### src/rtl/pwm_gen.sv
// PWM output stage: wrap detection, glitch-free shadowed compare/alignment/polarity, registered output.
// Define PWM_DEADTIME_EN to add the complementary output pwm_out_n with a dead-time FSM.
module pwm_gen #(
    parameter int unsigned WIDTH = 16
) (
    input  logic             clk,
    input  logic             rst_n,
    input  logic             pwm_en,
    input  logic [WIDTH-1:0] count_val,
    input  logic [WIDTH-1:0] period,
    input  logic             upnotdown,
    input  logic [WIDTH-1:0] compare1,
    input  logic [WIDTH-1:0] compare2,
    input  logic [1:0]       align_mode,
    input  logic             polarity,
    input  logic             update_req,
    output logic             pwm_out,
    output logic             period_event,
    output logic             shadow_pending
`ifdef PWM_DEADTIME_EN
    ,
    output logic             pwm_out_n,
    input  logic [7:0]       deadtime
`endif
);

    localparam int unsigned DT_W        = 8;
    localparam logic [1:0]  ALIGN_LEFT  = 2'b00;
    localparam logic [1:0]  ALIGN_RIGHT = 2'b01;
    localparam logic [1:0]  ALIGN_UNAL  = 2'b10;

    logic [WIDTH-1:0] r_prev_count;
    logic [WIDTH-1:0] r_c1s;
    logic [WIDTH-1:0] r_c2s;
    logic [1:0]       r_ams;
    logic             r_pols;
    logic             r_pending;

    logic             w_wrap;
    logic             w_load;
    logic [WIDTH-1:0] w_c1s;
    logic [WIDTH-1:0] w_c2s;
    logic [1:0]       w_ams;
    logic             w_pols;
    logic             w_pending_nxt;
    logic             w_raw;
    logic             w_pwm_nxt;

    // A held count never re-triggers; a jump onto the wrap value from elsewhere does.
    always_comb begin
        w_wrap = 1'b0;
        if (count_val != r_prev_count) begin
            w_wrap = upnotdown ? (count_val == '0) : (count_val == period);
        end
    end

    assign w_load = !pwm_en || (w_wrap && (r_pending || update_req));

    // Shadow values valid after this edge; the waveform uses them directly.
    assign w_c1s  = w_load ? compare1   : r_c1s;
    assign w_c2s  = w_load ? compare2   : r_c2s;
    assign w_ams  = w_load ? align_mode : r_ams;
    assign w_pols = w_load ? polarity   : r_pols;

    always_comb begin
        w_pending_nxt = r_pending;
        if (w_load) begin
            w_pending_nxt = 1'b0;
        end else if (update_req) begin
            w_pending_nxt = 1'b1;
        end
    end

    always_comb begin
        w_raw = 1'b0;
        case (w_ams)
            ALIGN_LEFT:  w_raw = (count_val < w_c1s);
            ALIGN_RIGHT: w_raw = (count_val >= w_c1s);
            ALIGN_UNAL:  w_raw = (count_val >= w_c1s) && (count_val < w_c2s);
            default:     w_raw = 1'b0;
        endcase
    end

    always_ff @(posedge clk or negedge rst_n) begin
        if (!rst_n) begin
            r_prev_count   <= '0;
            r_c1s          <= '0;
            r_c2s          <= '0;
            r_ams          <= '0;
            r_pols         <= 1'b0;
            r_pending      <= 1'b0;
            period_event   <= 1'b0;
            shadow_pending <= 1'b0;
        end else begin
            r_prev_count   <= count_val;
            r_c1s          <= w_c1s;
            r_c2s          <= w_c2s;
            r_ams          <= w_ams;
            r_pols         <= w_pols;
            r_pending      <= w_pending_nxt;
            period_event   <= w_wrap;
            shadow_pending <= w_pending_nxt;
        end
    end

`ifdef PWM_DEADTIME_EN
    typedef enum logic [1:0] {
        ST_IDLE = 2'b00,
        ST_HI   = 2'b01,
        ST_LO   = 2'b10,
        ST_DT   = 2'b11
    } dt_state_e;

    dt_state_e        r_state;
    dt_state_e        w_state_nxt;
    logic [DT_W-1:0]  r_dt_cnt;
    logic [DT_W-1:0]  w_dt_cnt_nxt;
    logic             w_pwm_n_nxt;

    always_ff @(posedge clk or negedge rst_n) begin
        if (!rst_n) begin
            r_state  <= ST_IDLE;
            r_dt_cnt <= '0;
        end else begin
            r_state  <= w_state_nxt;
            r_dt_cnt <= w_dt_cnt_nxt;
        end
    end

    // Dead-time sequencing; outputs are decoded from the next state so they register with it.
    always_comb begin
        w_state_nxt  = r_state;
        w_dt_cnt_nxt = r_dt_cnt;
        w_pwm_nxt    = w_pols;
        w_pwm_n_nxt  = w_pols;
        if (!pwm_en) begin
            w_state_nxt  = ST_IDLE;
            w_dt_cnt_nxt = '0;
        end else begin
            case (r_state)
                ST_IDLE: begin
                    w_state_nxt  = w_raw ? ST_HI : ST_LO;
                    w_dt_cnt_nxt = '0;
                end
                ST_HI: begin
                    if (!w_raw) begin
                        if (deadtime == '0) begin
                            w_state_nxt = ST_LO;
                        end else begin
                            w_state_nxt  = ST_DT;
                            w_dt_cnt_nxt = deadtime;
                        end
                    end
                end
                ST_LO: begin
                    if (w_raw) begin
                        if (deadtime == '0) begin
                            w_state_nxt = ST_HI;
                        end else begin
                            w_state_nxt  = ST_DT;
                            w_dt_cnt_nxt = deadtime;
                        end
                    end
                end
                ST_DT: begin
                    if (r_dt_cnt <= DT_W'(1)) begin
                        w_state_nxt  = w_raw ? ST_HI : ST_LO;
                        w_dt_cnt_nxt = '0;
                    end else begin
                        w_dt_cnt_nxt = r_dt_cnt - DT_W'(1);
                    end
                end
                default: begin
                    w_state_nxt  = ST_IDLE;
                    w_dt_cnt_nxt = '0;
                end
            endcase
        end
        if (w_state_nxt == ST_HI) begin
            w_pwm_nxt = !w_pols;
        end
        if (w_state_nxt == ST_LO) begin
            w_pwm_n_nxt = !w_pols;
        end
    end

    always_ff @(posedge clk or negedge rst_n) begin
        if (!rst_n) begin
            pwm_out   <= 1'b0;
            pwm_out_n <= 1'b0;
        end else begin
            pwm_out   <= w_pwm_nxt;
            pwm_out_n <= w_pwm_n_nxt;
        end
    end
`else
    assign w_pwm_nxt = pwm_en ? (w_raw ^ w_pols) : polarity;

    always_ff @(posedge clk or negedge rst_n) begin
        if (!rst_n) begin
            pwm_out <= 1'b0;
        end else begin
            pwm_out <= w_pwm_nxt;
        end
    end
`endif

endmodule
### config.mk
export PLATFORM = sky130hd
export DESIGN_NAME = pwm_gen
export DESIGN_NICKNAME = d
export VERILOG_FILES = /design/src/rtl/pwm_gen.sv
export SDC_FILE = /design/constraint.sdc
export NUM_CORES = 1
export LEC_CHECK = 0
export BUFFER_PORTS_ARGS = -buffer_cell sky130_fd_sc_hd__buf_2
export CORE_MARGIN = 5
export CORE_UTILIZATION = 55
export DETAILED_ROUTE_END_ITERATION = 10
export PLACE_DENSITY = 0.85
export SLEW_MARGIN = 30
export SYNTH_ARGS = -nofsm -noshare
export SYNTH_HDL_FRONTEND = slang
export SYNTH_SLANG_ARGS = --single-unit
### constraint.sdc
create_clock -name clk -period 9.55 [get_ports clk]
set_input_delay 0 -clock clk [delete_from_list [all_inputs] [get_ports clk]]
set_output_delay 0 -clock clk [all_outputs]
set_load 0.01 [all_outputs]
==> results of run 1 <==
==> state kept, by name, summed over array words and instances (netlist names) <==
register,count
r_c1s,16
r_c2s,16
r_prev_count,16
r_ams,2
period_event,1
pwm_out,1
r_pending,1
r_pols,1
==> layer usage <==
layer | global-route usage (%) | vias up | routed length, µm
li1 | - | 1229 | -
met1 | 28.8 | 1190 | 3240
met2 | 39.4 | 75 | 3800
met3 | 4.51 | 12 | 438
met4 | 6.19 | 0 | 131
met5 | 0 | - | 0
==> Yosys cell counts (2+ instances only) <==
master / instances
a21o_1: 2
a21oi_1: 8
a311oi_1: 2
buf_2: 3
dfrtp_1: 54
ha_1: 31
inv_1: 35
mux2_2: 5
mux2i_1: 32
nand2_1: 5
nand4_1: 10
nor2_1: 9
nor2b_1: 4
nor3_1: 3
nor4_1: 7
nor4_2: 4
o211ai_1: 4
o21a_1: 2
o21ai_0: 7
o31ai_1: 2
xnor2_1: 16
xor2_1: 16
==> cell usage in the layout (no fill, tap or decap), types with 3 or more instances in the layout <==
master | synthesis | layout
a21oi_1 | 8 | 8
buf_2 | 3 | 74
clkbuf_8 | 0 | 5
dfrtp_1 | 54 | 54
dlygate4sd3_1 | 0 | 53
ha_1 | 31 | 31
inv_1 | 35 | 35
mux2_2 | 5 | 5
mux2i_1 | 32 | 32
nand2_1 | 5 | 5
nand4_1 | 10 | 10
nor2_1 | 9 | 9
nor2b_1 | 4 | 4
nor3_1 | 3 | 3
nor4_1 | 7 | 7
nor4_2 | 4 | 4
o211ai_1 | 4 | 4
o21ai_0 | 7 | 7
xnor2_1 | 16 | 16
xor2_1 | 16 | 16
==> stage by stage <==
| step | std cells | cell area, µm² | hold slack, ns |
|---|---|---|---|
| after floorplan | 274 | 3060 | -0.296 |
| after global placement | 418 | 3530 | 0.150 |
| after detailed placement | 418 | 3530 | 0.162 |
| after CTS | 479 | 4150 | 0.0127 |
| after global routing | 479 | 4150 | 0.0152 |
| final | 479 | 4150 | 0.0218 |
==> worst max-delay path, stage by stage <==
cell,delay (ns)
dlygate4sd3_1,0.53
buf_2,0.18
xor2_1,0.18
nor4_2,0.38
a41oi_1,0.25
o31ai_4,0.26
buf_4,0.53
mux2i_1,0.20
ha_1,0.33
nand4_1,0.18
or4_1,0.56
a21o_1,0.20
a31oi_1,0.17
a41o_1,0.14
o211ai_1,0.13
o311ai_1,0.35
o221ai_1,0.17
==> power by group <==
group / internal (mW) / total [mW] / switching [mW]
combinational: 0.0701 / 0.144 / 0.0742
sequential: 0.249 / 0.255 / 0.00642
clock: 0.0533 / 0.127 / 0.0742
==> worst max path at each step <==
stage,end,slack (ns),cells past startpoint
after floorplan,pwm_out,5.94,16
after global placement,pwm_out,5.46,16
after detailed placement,pwm_out,5.20,16
after CTS,pwm_out,4.98,17
after global routing,pwm_out,4.70,17
final,pwm_out,4.98,17
==> timing repair <==
item | CTS | global route
hold buffers | 53 | 0
endpoints found under the setup margin | 0 | 0
hold endpoints to repair | 107 | 0
==> kinds of logic after synthesis <==
family	share of synthesized area [%]
AO/OA/AOI/OAI	7.69
AND/OR/NAND/NOR	8.83
XOR/XNOR	9.16
adder cells (fa/ha/maj)	12.7
multiplexers	12.3
buffers and inverters	5.15
flip-flops	44.2
==> final cells by class <==
cell class / instances / area [µm²] / area share (%)
Clock inverter: 2 / 17.5 / 0.422
Inverter: 36 / 135 / 3.26
Sequential cell: 54 / 1350 / 32.6
Multi-Input combinational cell: 180 / 1560 / 37.7
Timing Repair Buffer: 129 / 916 / 22.1
Clock buffer: 6 / 72.6 / 1.75
Tap cell: 72 / 90.1 / 2.17
==> flow_metrics.tcl, run 1 <==
set metrics [dict create \
    status "finished clean" \
    finalHoldViolCount 0 \
    final_nets 509 \
    startpoint "count_val[14]" \
    cts_tree "done" \
    critPathKind "in -> reg" \
    timing.final.ws_setup_ns 4.98 \
    worstPathArrival_ns 4.74 \
    syn_avg_cell_area_um2 11.2 \
    r2r_cells 15 \
    synthTopCellsByArea "dfrtp_1, ha_1, mux2i_1" \
    drtIter0Drc 109 \
    fill_cells 383 \
    wl_mm 7.61 \
    finalClockSkew_ns 0.00263 \
    whs_path_depth 2 \
    first_global_vias 2778 \
    insertion_delay_ns 0.30 \
    cts.sinks 54 \
    vias_per_cell 5.23 \
    io_pins 75 \
    tightest_slew_ns 0.661 \
    ys_seq_area_share_pct 44.2 \
    hold_class "in -> reg" \
    min_period_over_period_pct 47.8 \
    core_region_area_um2 5470 \
    r2r_setup_slack_ns 5.23 \
    pre_cts_ws_ns 5.20 \
    synthDistinctLibCells 35 \
    ys_seq_elements 54 \
    yosysTopAreaCell "dfrtp_1" \
    cts-root-buf "clkbuf_8" \
    cp-start-kind "primary input" \
    layout-drive-gt1-share_pct 22.9 \
    synth.top_cell.area_share_pct 44.2 \
    synthArstFlopShare_pct 100 \
    portBuffers 74 \
    gp_congestion 0.845 \
    timing.fmax_mhz 219 \
    fp-row-count 27 \
    fp.dieH_um 84.6 \
    cts_buffers 5 \
    leakagePower_nw 2.08 \
    via_count 2506 \
    worst_setup_path_end_kind "flip-flop" \
    hold_start "pwm_en" \
    antenna_found_initial 0 \
    power.total_uw 527 \
    firstDrtPassIters 4 \
    rsz0062_at_grt "no" \
    r2r_end "pwm_out" \
    clk_pin_slew_worst_paths_ns 0.09 \
    cellPowerDensity_nw_per_um2 127 \
    synthCells 274 \
    synth_edf_count 0 \
    post-cts-setup-buffers 0 \
    syn-cell-area_um2 3060 \
    grt_max_degree 55 \
    slew_violations 0 \
    syn_nets 377 \
    cp_data_required_time_ns 9.72 \
    finalCriticalPeriod_ns 4.57 \
    die_width_um 84.6 \
    drcViolationCount 0 \
    fin_tns_setup_ns 0 \
    wire_per_inst_um 15.9 \
    num_antenna_cells 0 \
    htreeDepth 2 \
    start_util_pct 55.9 \
    postRouteAntennaNets 0 \
    worst-path-max-fanout 37 \
    ir_drop_v 0.0000947 \
    grt_overflow 0 \
    track_usage_pct 22.7 \
    cts_max_path_buffers 2 \
    dp_hpwl_mm 5.50 \
    setup_violations 0 \
    final_util_pct 75.8 \
    synth_ff_type "dfrtp_1" \
    yosys_warnings 0 \
    slew_headroom_pct 55.9 \
    holdPathEnd "pwm_out" \
    grt_pass1_wl_mm 13.0 \
    syn2layout_area_growth_pct 35.5 \
    drv_cap 0 \
    post_cts_resized 0 \
    rr_startpoint "r_prev_count[9]" \
    dieArea_um2 7150 \
]
Power figures use the tool's default switching activity.
==> run 2, diff against run 1 <==
CORE_UTILIZATION = 54   (was 55)
PLACE_DENSITY = 0.84   (was 0.85)
clock period = 4.4 ns   (was 9.55 ns; I/O delays follow)
==> flow_metrics.tcl, run 2 (synthesized netlist as in run 1, its figures left out) <==
set metrics [dict create \
    status "finished, violations left" \
    failed_checks "DRC" \
    leakagePower_nw 2.13 \
    dp_hpwl_mm 5.83 \
    die_width_um 85.3 \
    critPathBufInv 3 \
    finalHoldViolCount 0 \
    final_util_pct 77.4 \
    syn2layout_area_growth_pct 39.3 \
    postRouteAntennaNets 0 \
    cts_max_path_buffers 2 \
    firstDrtPassIters 7 \
    path_cells "dlygate4sd3_1 > buf_2 > nor4_1 > nand4_1 > a21o_1 > o31ai_4 > buf_12 > mux2i_1 > ha_1 > nand4_1 > or4_1 > a21o_1 > a31oi_1 > a41o_1 > o211ai_1 > o311ai_1 > o221ai_1" \
    wire_per_inst_um 18.4 \
    cp_slowest_stage_delay_ns 0.58 \
    first_global_vias 2888 \
    slowest_stage "or4_1" \
    via_count 2660 \
    grt_pass1_wl_mm 14.2 \
    critPathKind "in -> reg" \
    tightest_slew_ns 0.671 \
    startpoint "count_val[0]" \
    final_nets 514 \
    fp-row-count 27 \
    ir_drop_v 0.000199 \
    wl_mm 8.91 \
    finalClockSkew_ns 0.00590 \
    htreeDepth 2 \
    hold_slack_ns 0.0202 \
    antenna_found_initial 0 \
    slew_headroom_pct 55.3 \
    insertion_delay_ns 0.31 \
    pre_cts_ws_ns 0.200 \
    portBuffers 74 \
    fp.dieH_um 85.3 \
    cellPowerDensity_nw_per_um2 306 \
    cts_buffers 5 \
    io_pins 75 \
    core_region_area_um2 5510 \
    timing.final.ws_setup_ns 0.136 \
    vias_per_cell 5.50 \
    start_util_pct 55.6 \
    track_usage_pct 25.0 \
    rr_startpoint "r_prev_count[8]" \
    p_seq_share_pct 42.6 \
    worst-path-max-fanout 11 \
    drcViolationCount 1 \
    cp-start-kind "primary input" \
    min_period_over_period_pct 96.9 \
    switching_share_pct 27.6 \
    finalCriticalPeriod_ns 4.26 \
    cp_top_family "compound AO/OA/AOI/OAI gates" \
    reg_top3 "r_c1s: 16 flops, r_c2s: 16 flops, r_prev_count: 16 flops" \
    layout-drive-gt1-share_pct 24.3 \
    hold_class "in -> reg" \
    dieArea_um2 7270 \
    layout_common_cells "buf_2, dlygate4sd3_1, dfrtp_1, inv_1" \
    place_area_um2 3540 \
    cts.sinks 54 \
    internal_power_uw 942 \
    drv_cap 0 \
    fin_area_um2 4260 \
    fill_cells 333 \
    combPwrFrac_pct 26.1 \
    final_common_cell "buf_2" \
    hold_start "upnotdown" \
    drtIter0Drc 257 \
    setup_violations 0 \
    clk_pin_slew_worst_paths_ns 0.10 \
    gp_congestion 0.885 \
    grt_max_degree 55 \
    grt_overflow 0 \
    p_clk_share_pct 31.3 \
    timing.fmax_mhz 234 \
    num_antenna_cells 0 \
    fin_tns_setup_ns 0 \
    worst_setup_path_end_kind "flip-flop" \
    cts_tree "done" \
    slew_violations 0 \
    cp_data_required_time_ns 4.58 \
    cts-root-buf "clkbuf_8" \
    p_switching_uw 360 \
    worstPathArrival_ns 4.44 \
]
[run 2: per-stage QoR]
| stage | total power, mW | std cells |
|---|---|---|
| 2_1_floorplan | 0.730 | 274 |
| 3_5_place_dp | 0.844 | 420 |
| 5_1_grt | 1.36 | 484 |
| 6_report | 1.30 | 484 |
| 3_3_place_gp | 0.831 | 420 |
| 4_1_cts | 1.29 | 480 |
[run 2: metal layers]
metal | global-route usage, % | up-vias | routed length [µm]
li1 | - | 1241 | -
met1 | 30.0 | 1275 | 3590
met2 | 43.0 | 115 | 4390
met3 | 4.85 | 29 | 605
met4 | 11.7 | 0 | 326
met5 | 0 | - | 0
[run 2: final timing paths]
| check | slack [ns] | cells after the start | to |
|---|---|---|---|
| hold / removal | 0.02 | 3 | period_event |
| min in group asynchronous | 0.31 | 3 | period_event |
| setup reg to reg | 0.30 | 15 | pwm_out |
| max in group asynchronous | 3.62 | 3 | r_prev_count[9] |
| hold reg to reg | 0.49 | 2 | r_c2s[9] |
| setup / recovery | 0.14 | 17 | pwm_out |
[run 2: power by group through the flow]
stage	Sequential (mW)	Combinational [mW]	Clock [mW]
floorplan	0.561	0.169	0
global placement	0.561	0.270	0
detailed placement	0.564	0.280	0
CTS	0.554	0.322	0.412
global route	0.559	0.370	0.429
finish	0.555	0.339	0.408
[run 2: timing repair]
action	in CTS	in global routing
buffers inserted	0	2
hold endpoints to repair	106	2
hold buffers	52	2
gates resized for setup	0	2
setup endpoints to repair	0	1
[run 2: area by class of cell]
class	count	area [µm²]	area share (%)
Sequential cell	54	1350	31.7
Timing Repair Buffer	134	968	22.7
Multi-Input combinational cell	180	1570	36.9
Tap cell	72	90.1	2.11
Clock buffer	6	82.6	1.94
Inverter	36	135	3.17
Clock inverter	2	60.1	1.41
[run 2: tightest hold or removal path, delay by kind of cell]
family                 cells  cell delay, ns
buffers and inverters      1            0.11
AND/OR/NAND/NOR            1            0.04
multiplexers               1            0.15
